--- src/rtl/mem_ctrl_pkg.sv ---
// Shared types and constants for mem_ctrl: FSM state encoding, transaction
// owner codes, access length codes, bus widths and small byte helpers.
package mem_ctrl_pkg;

  localparam int RegBus  = 32;
  localparam int DataBus = 8;

  typedef enum logic [1:0] {
    StIdle = 2'd0,
    StRun  = 2'd1,
    StDone = 2'd2
  } state_e;

  typedef enum logic [1:0] {
    OwnerNone = 2'd0,
    OwnerIf   = 2'd1,
    OwnerMem  = 2'd2
  } owner_e;

  localparam logic [1:0] LenByte = 2'b00;
  localparam logic [1:0] LenHalf = 2'b01;
  localparam logic [1:0] LenWord = 2'b10;

  // Number of bytes moved for a length code; the unused code 11 is a word.
  function automatic logic [2:0] lenToBytes(input logic [1:0] len);
    case (len)
      LenByte: return 3'd1;
      LenHalf: return 3'd2;
      default: return 3'd4;
    endcase
  endfunction

  // Little-endian byte lane idx of a word.
  function automatic logic [DataBus-1:0] byteOf(input logic [RegBus-1:0] word,
                                                input logic [1:0] idx);
    return word[{idx, 3'b000} +: DataBus];
  endfunction

endpackage

--- src/rtl/mem_ctrl.sv ---
// mem_ctrl: shares one byte-wide synchronous RAM port between instruction
// fetch (4-byte reads) and stage_mem (1/2/4-byte loads and stores). Each
// request is split into little-endian byte accesses; read bytes are gathered
// into a word and a one-cycle ready pulse marks completion.
// Optional build macro MEM_CTRL_RR_EN: round-robin grant on simultaneous
// requests instead of fixed MEM priority.
module mem_ctrl
  import mem_ctrl_pkg::*;
#(
  parameter int RD_LAT = 1
) (
  input  logic        clk,
  input  logic        rst,
  input  logic        if_req_i,
  input  logic [31:0] if_addr_i,
  output logic        if_ready_o,
  output logic [31:0] if_data_o,
  input  logic        mem_req_i,
  input  logic        mem_we_i,
  input  logic [1:0]  mem_len_i,
  input  logic [31:0] mem_addr_i,
  input  logic [31:0] mem_wdata_i,
  output logic        mem_ready_o,
  output logic [31:0] mem_rdata_o,
  input  logic [7:0]  ram_din_i,
  output logic [7:0]  ram_dout_o,
  output logic [31:0] ram_a_o,
  output logic        ram_wr_o
);

  // The capture schedule below assumes read data one cycle after the address.
  if (RD_LAT != 1) begin : gen_rd_lat_check
    $error("mem_ctrl: only RD_LAT == 1 is supported");
  end

  state_e               state_q, state_d;
  owner_e               owner_q, owner_d;
  logic                 we_q, we_d;
  logic [2:0]           nbytes_q, nbytes_d;
  logic [2:0]           cnt_q, cnt_d;
  logic [RegBus-1:0]    addr_q, addr_d;
  logic [RegBus-1:0]    wdata_q, wdata_d;
  logic [RegBus-1:0]    res_q, res_d;
  logic [RegBus-1:0]    ram_a_q, ram_a_d;
  logic [DataBus-1:0]   ram_dout_q, ram_dout_d;
  logic                 ram_wr_q, ram_wr_d;
  logic                 if_ready_q, if_ready_d;
  logic                 mem_ready_q, mem_ready_d;
  logic [RegBus-1:0]    if_data_q, if_data_d;
  logic [RegBus-1:0]    mem_rdata_q, mem_rdata_d;
  logic                 grant_any;
  logic                 grant_mem;
  logic [1:0]           cap_idx;
  logic [RegBus-1:0]    addr_k;
`ifdef MEM_CTRL_RR_EN
  owner_e               last_grant_q, last_grant_d;
`endif

  // Arbiter decision: who would be granted if the FSM is idle this cycle.
  always_comb begin
    grant_any = if_req_i | mem_req_i;
    grant_mem = mem_req_i;
`ifdef MEM_CTRL_RR_EN
    if (if_req_i && mem_req_i) begin
      grant_mem = (last_grant_q == OwnerIf);
    end
`endif
  end

  // Transaction sequencing: grant, per-byte address/data stepping, read
  // assembly, IF abort and the one-cycle completion pulse.
  always_comb begin
    state_d     = state_q;
    owner_d     = owner_q;
    we_d        = we_q;
    nbytes_d    = nbytes_q;
    cnt_d       = cnt_q;
    addr_d      = addr_q;
    wdata_d     = wdata_q;
    res_d       = res_q;
    ram_a_d     = ram_a_q;
    ram_dout_d  = ram_dout_q;
    ram_wr_d    = ram_wr_q;
    if_ready_d  = 1'b0;
    mem_ready_d = 1'b0;
    if_data_d   = if_data_q;
    mem_rdata_d = mem_rdata_q;
    cap_idx     = cnt_q[1:0] - 2'd2;
    addr_k      = addr_q + RegBus'(cnt_q);
`ifdef MEM_CTRL_RR_EN
    last_grant_d = last_grant_q;
`endif

    unique case (state_q)
      StIdle: begin
        if (grant_any) begin
          owner_d    = grant_mem ? OwnerMem : OwnerIf;
          addr_d     = grant_mem ? mem_addr_i : if_addr_i;
          nbytes_d   = grant_mem ? lenToBytes(mem_len_i) : 3'd4;
          we_d       = grant_mem & mem_we_i;
          wdata_d    = mem_wdata_i;
          res_d      = '0;
          ram_a_d    = grant_mem ? mem_addr_i : if_addr_i;
          ram_wr_d   = grant_mem & mem_we_i;
          ram_dout_d = (grant_mem && mem_we_i) ? mem_wdata_i[7:0] : 8'h00;
          cnt_d      = 3'd1;
          state_d    = StRun;
`ifdef MEM_CTRL_RR_EN
          last_grant_d = grant_mem ? OwnerMem : OwnerIf;
`endif
        end
      end

      StRun: begin
        if (owner_q == OwnerIf && !if_req_i) begin
          state_d    = StIdle;
          owner_d    = OwnerNone;
          ram_a_d    = '0;
          ram_wr_d   = 1'b0;
          ram_dout_d = '0;
        end else if (we_q) begin
          if (cnt_q < nbytes_q) begin
            ram_a_d    = addr_k;
            ram_dout_d = byteOf(wdata_q, cnt_q[1:0]);
            cnt_d      = cnt_q + 3'd1;
          end else begin
            ram_wr_d    = 1'b0;
            ram_a_d     = '0;
            ram_dout_d  = '0;
            mem_ready_d = 1'b1;
            state_d     = StDone;
          end
        end else begin
          if (cnt_q >= 3'd2) begin
            res_d[{cap_idx, 3'b000} +: DataBus] = ram_din_i;
          end
          ram_a_d = (cnt_q < nbytes_q) ? addr_k : '0;
          if (cnt_q == nbytes_q + 3'd1) begin
            if (owner_q == OwnerMem) begin
              mem_rdata_d = res_d;
              mem_ready_d = 1'b1;
            end else begin
              if_data_d  = res_d;
              if_ready_d = 1'b1;
            end
            state_d = StDone;
          end else begin
            cnt_d = cnt_q + 3'd1;
          end
        end
      end

      StDone: begin
        state_d = StIdle;
        owner_d = OwnerNone;
      end

      default: begin
        state_d = StIdle;
        owner_d = OwnerNone;
      end
    endcase
  end

  // State and output registers with synchronous reset to an all-zero idle.
  always_ff @(posedge clk) begin
    if (rst) begin
      state_q     <= StIdle;
      owner_q     <= OwnerNone;
      we_q        <= 1'b0;
      nbytes_q    <= '0;
      cnt_q       <= '0;
      addr_q      <= '0;
      wdata_q     <= '0;
      res_q       <= '0;
      ram_a_q     <= '0;
      ram_dout_q  <= '0;
      ram_wr_q    <= 1'b0;
      if_ready_q  <= 1'b0;
      mem_ready_q <= 1'b0;
      if_data_q   <= '0;
      mem_rdata_q <= '0;
`ifdef MEM_CTRL_RR_EN
      last_grant_q <= OwnerIf;
`endif
    end else begin
      state_q     <= state_d;
      owner_q     <= owner_d;
      we_q        <= we_d;
      nbytes_q    <= nbytes_d;
      cnt_q       <= cnt_d;
      addr_q      <= addr_d;
      wdata_q     <= wdata_d;
      res_q       <= res_d;
      ram_a_q     <= ram_a_d;
      ram_dout_q  <= ram_dout_d;
      ram_wr_q    <= ram_wr_d;
      if_ready_q  <= if_ready_d;
      mem_ready_q <= mem_ready_d;
      if_data_q   <= if_data_d;
      mem_rdata_q <= mem_rdata_d;
`ifdef MEM_CTRL_RR_EN
      last_grant_q <= last_grant_d;
`endif
    end
  end

  assign if_ready_o  = if_ready_q;
  assign if_data_o   = if_data_q;
  assign mem_ready_o = mem_ready_q;
  assign mem_rdata_o = mem_rdata_q;
  assign ram_a_o     = ram_a_q;
  assign ram_dout_o  = ram_dout_q;
  assign ram_wr_o    = ram_wr_q;

endmodule
--- config.mk ---
export PLATFORM = sky130hd
export DESIGN_NAME = mem_ctrl
export DESIGN_NICKNAME = d
export VERILOG_FILES = /design/src/rtl/mem_ctrl_pkg.sv /design/src/rtl/mem_ctrl.sv
export SDC_FILE = /design/constraint.sdc
export NUM_CORES = 1
export LEC_CHECK = 0
export CORE_MARGIN = 8
export CORE_UTILIZATION = 51
export DETAILED_ROUTE_END_ITERATION = 10
export GPL_ROUTABILITY_DRIVEN = 0
export PLACE_DENSITY = 0.89
export SYNTH_ARGS = -nofsm -noshare
export SYNTH_HDL_FRONTEND = slang
export SYNTH_SLANG_ARGS = --single-unit
--- constraint.sdc ---
create_clock -name clk -period 3.2 [get_ports clk]
set_clock_uncertainty 0.2 [all_clocks]
set_input_delay 0.64 -clock clk [delete_from_list [all_inputs] [get_ports clk]]
set_output_delay 0.64 -clock clk [all_outputs]
set_load 0.02 [all_outputs]
==> summary.md <==
| Metric | Value |
|---|---|
| Total power after layout | `7.47 mW` |
| CP required | `3410 ps` |
| Final count of hold timing violations | `0` |
| Number of CTS-inserted buffers | `22` |
| Result of the run | `completed` |
| Core footprint | `18,600 um^2` |
| Pins over their slew limit | `0` |
| Pre-Repair DR Iteration Count | `5` |
| Type of the worst min-delay path | `register to register` |
| Reg-to-Reg End | `mem_rdata_o[14]` |
| CP arrival | `3110 ps` |
| CTS tree | `done` |
| Fin Hold WS | `256 ps` |
| Site Rows | `50` |
| Max-Slew Margin vs Limit | `0.504` |
| Total negative slack | `0 ps` |
| Sequential-to-total area share from yosys stat | `0.446` |
| Die area | `about 23,000 um^2` |
| Initial Utilization | `0.517` |
| Average cell area after synthesis | `approximately 7.9 um^2` |
| Critical path startpoint | `cnt_q[0]` |
| Post-Place Worst Slack | `270 ps` |
| Post-synthesis net count | `1,337` |
| Vertical extent of the die | `153 um` |
| Critical path destination | `mem_rdata_o[14]` |
| Library cells used by synthesis | `56` |
| Cell type contributing the most total cell area after synthesis | `dfxtp_1` |
| Cell count after synthesis | `1,212` |
| Post-synth ARST share | `0` |
| Area growth from synthesis to layout | `31.9%` |
| Number of cells traversed by the worst register-to-register path | `8` |
| Register bit total from synthesis | `214` |
| Hold-fix buffers, CTS | `0` |
| Antenna violations before repair | `0` |
| Reg2reg setup slack | `290 ps` |
| Placed cell count | `1,602` |
| Insertion delay to the later sink of the worst-skew pair | `490 ps` |
| Most frequent cells in the layout | `225 x nor2_1, 215 x clkdlybuf4s50_1, 214 x dfxtp_1` |
| Routed Antenna Nets | `0` |
| Clock transition at the registers of the reported paths | `60 ps` |
| DRC | `0` |
| Global-route wire length before repair | `45,700 um` |
| PnR worst setup slack | `around 300 ps` |
| Tcrit/Tclk final | `0.909` |
| Max-cap viol count | `0` |
| Leading post-synthesis cells by cell area | `dfxtp_1 45%, nor2_1 8.8%, nand2_1 6.5%, nor3_1 5.0%, a21oi_1 4.6%` |
| Area of the mapped netlist | `around 9600 um^2` |
| Setup-failing EPs final | `0` |
| Worst r2r src | `cnt_q[0]` |
| Fraction of final layout cells sized beyond drive strength 1 | `0.0655` |
| Fillcell total | `1,436` |
| Maximum clock frequency | `about 340 MHz` |
| Via count of the first global-routing pass | `9,225` |
| Sum of net half-perimeters after detailed placement | `slightly below 20,000 um` |
| All-Layer GR Usage | `0.230` |
| Synth warn | `0` |
| Power per unit of standard cell area | `590 nW/um^2` |
| Clock Root Buffer | `clkbuf_16` |
| Ant diodes | `0` |
| Count of pins on the block boundary | `218` |
| DR vias | `~9,400` |
| Startpoint types | `register` |
| Critical-path maximum fanout | `21` |
| Startpoint-to-endpoint class of the critical path | `register to register` |
| Buffer count from post-CTS setup fixing | `0` |
| Detailed Route Iter0 Violations | `574` |
| Endpoint type of the worst setup path | `register` |
| Total routed wirelength | `28,200 um` |
| Number of I/O port buffers | `217` |
| Number of gates resized after CTS | `0` |
| Number of nets in the layout | `roughly 1,500` |
| Per-cell via count in the routed design | `between 5 and 6` |
| Max H-tree Level | `1` |
| VDD IR max | `0.402 mV` |
| Instance area after placement | `between 10,000 and 15,000 um^2` |
| Drt wl/cell | `17.2 um` |
| EDFF count, synth | `0` |
| Share of Yosys cell area claimed by the top area cell type | `0.446` |
| Transition at the pin with the smallest max-transition slack | `739 ps` |
| Primary flip-flop cell chosen by synthesis mapping | `dfxtp_1` |
| Clk sink count | `roughly 210` |
| Most common library cell in the layout ignoring fill and taps | `nor2_1` |
| Chip width | `153 um` |
| Pin count of the biggest net entering global routing | `138` |
| Post-Layout Cell Count | `1,639` |
| Cell leakage power | `around 4.8 nW` |
| Maximum count of clock buffers along a single path | `3` |
| Share of the core filled with cells | `0.682` |
| GRT overflow | `0` |
| Setup repair after global routing missed its margin | `false` |
| Period minus WS final | `2910 ps` |
| Final cell area excluding filler cells | `12,700 um^2` |
## sequential cells by signal (all words and copies together), names as in the netlist
register and cells:
state_q 2, ram_a_o 32, we_q 1, owner_q 2, res_q 32, wdata_q 32
mem_ready_o 1, mem_rdata_o 32, addr_q 32, cnt_q 3, ram_dout_o 8, nbytes_q 3
if_ready_o 1, ram_wr_o 1, if_data_o 32
## critical path, stage by stage (launching register included)
cell	delay (ps)
dfxtp_1	520
inv_1	220
ha_1	310
nor2_1	90
and3_1	290
and3_1	560
buf_4	360
nor2_1	60
nor3_1	200
## where the power goes
part	internal, mW	switching, mW
clock network	1.40	1.01
logic	0.828	1.08
registers	2.94	0.208
## routing by layer
metal / wire length (um) / part of all wire / track usage / vias to the layer above
met1: 11500 / 0.41 / 0.276 / 4362
li1: - / - / - / 4539
met5: 0 / 0 / 0 / -
met3: 2300 / 0.082 / 0.0516 / 56
met2: 13700 / 0.48 / 0.398 / 394
met4: 815 / 0.029 / 0.0834 / 0
## cell type report
cell class                 instances  area, um^2  share of cell area
clock buffer                      31         646              0.0510
clock inverter                     6        32.5             0.00257
inverter                          16        60.1             0.00474
multi-input combinational        888        4890               0.387
sequential                       214        4280               0.338
tap                              234         293              0.0231
timing repair buffer             250        2450               0.194
## kinds of logic (layout without fill, tap and decap cells)
group,after synthesis,in the layout,synth area share
flip-flops,214,214,0.446
multiplexers,37,37,0.0490
AND/OR/NAND/NOR,549,549,0.248
AO/OA/AOI/OAI,264,264,0.167
adder cells (fa/ha/maj),14,14,0.0190
XOR/XNOR,24,24,0.0233
buffers and inverters,110,303,0.0467
## how the worst min path moves through the flow
| stage | to | start | depth (start not counted) |
|---|---|---|---|
| CTS | wdata_q[18] | wdata_q[18] | 2 |
| global placement | wdata_q[4] | wdata_q[4] | 2 |
| global route | wdata_q[9] | wdata_q[9] | 2 |
| detailed placement | wdata_q[18] | wdata_q[18] | 2 |
| finish | wdata_q[4] | wdata_q[4] | 2 |
| floorplan | wdata_q[16] | wdata_q[16] | 2 |
## cell usage after synthesis, drive strengths merged (2+ instances only)
| cell type | n |
|---|---|
| nor3 | 96 |
| and3b | 2 |
| a21boi | 2 |
| a21oi | 88 |
| inv | 16 |
| ha | 13 |
| xnor2 | 21 |
| and2 | 2 |
| o41ai | 2 |
| and3 | 4 |
| nor4 | 10 |
| dfxtp | 214 |
| a211oi | 17 |
| and4 | 6 |
| o22ai | 11 |
| or4 | 2 |
| a21o | 2 |
| nor4b | 2 |
| mux4 | 8 |
| buf | 26 |
| nor2b | 8 |
| a22oi | 34 |
| nand2b | 4 |
| o32ai | 2 |
| nand2 | 167 |
| o21ai | 73 |
| o21a | 5 |
| mux2i | 29 |
| a221oi | 9 |
| nand3 | 9 |
| o31a | 8 |
| o31ai | 4 |
| o211ai | 4 |
| nand4 | 6 |
| nor2 | 225 |
| xor2 | 2 |
| nor3b | 3 |
| clkbuf | 68 |
(Power assumes the default switching activity.)
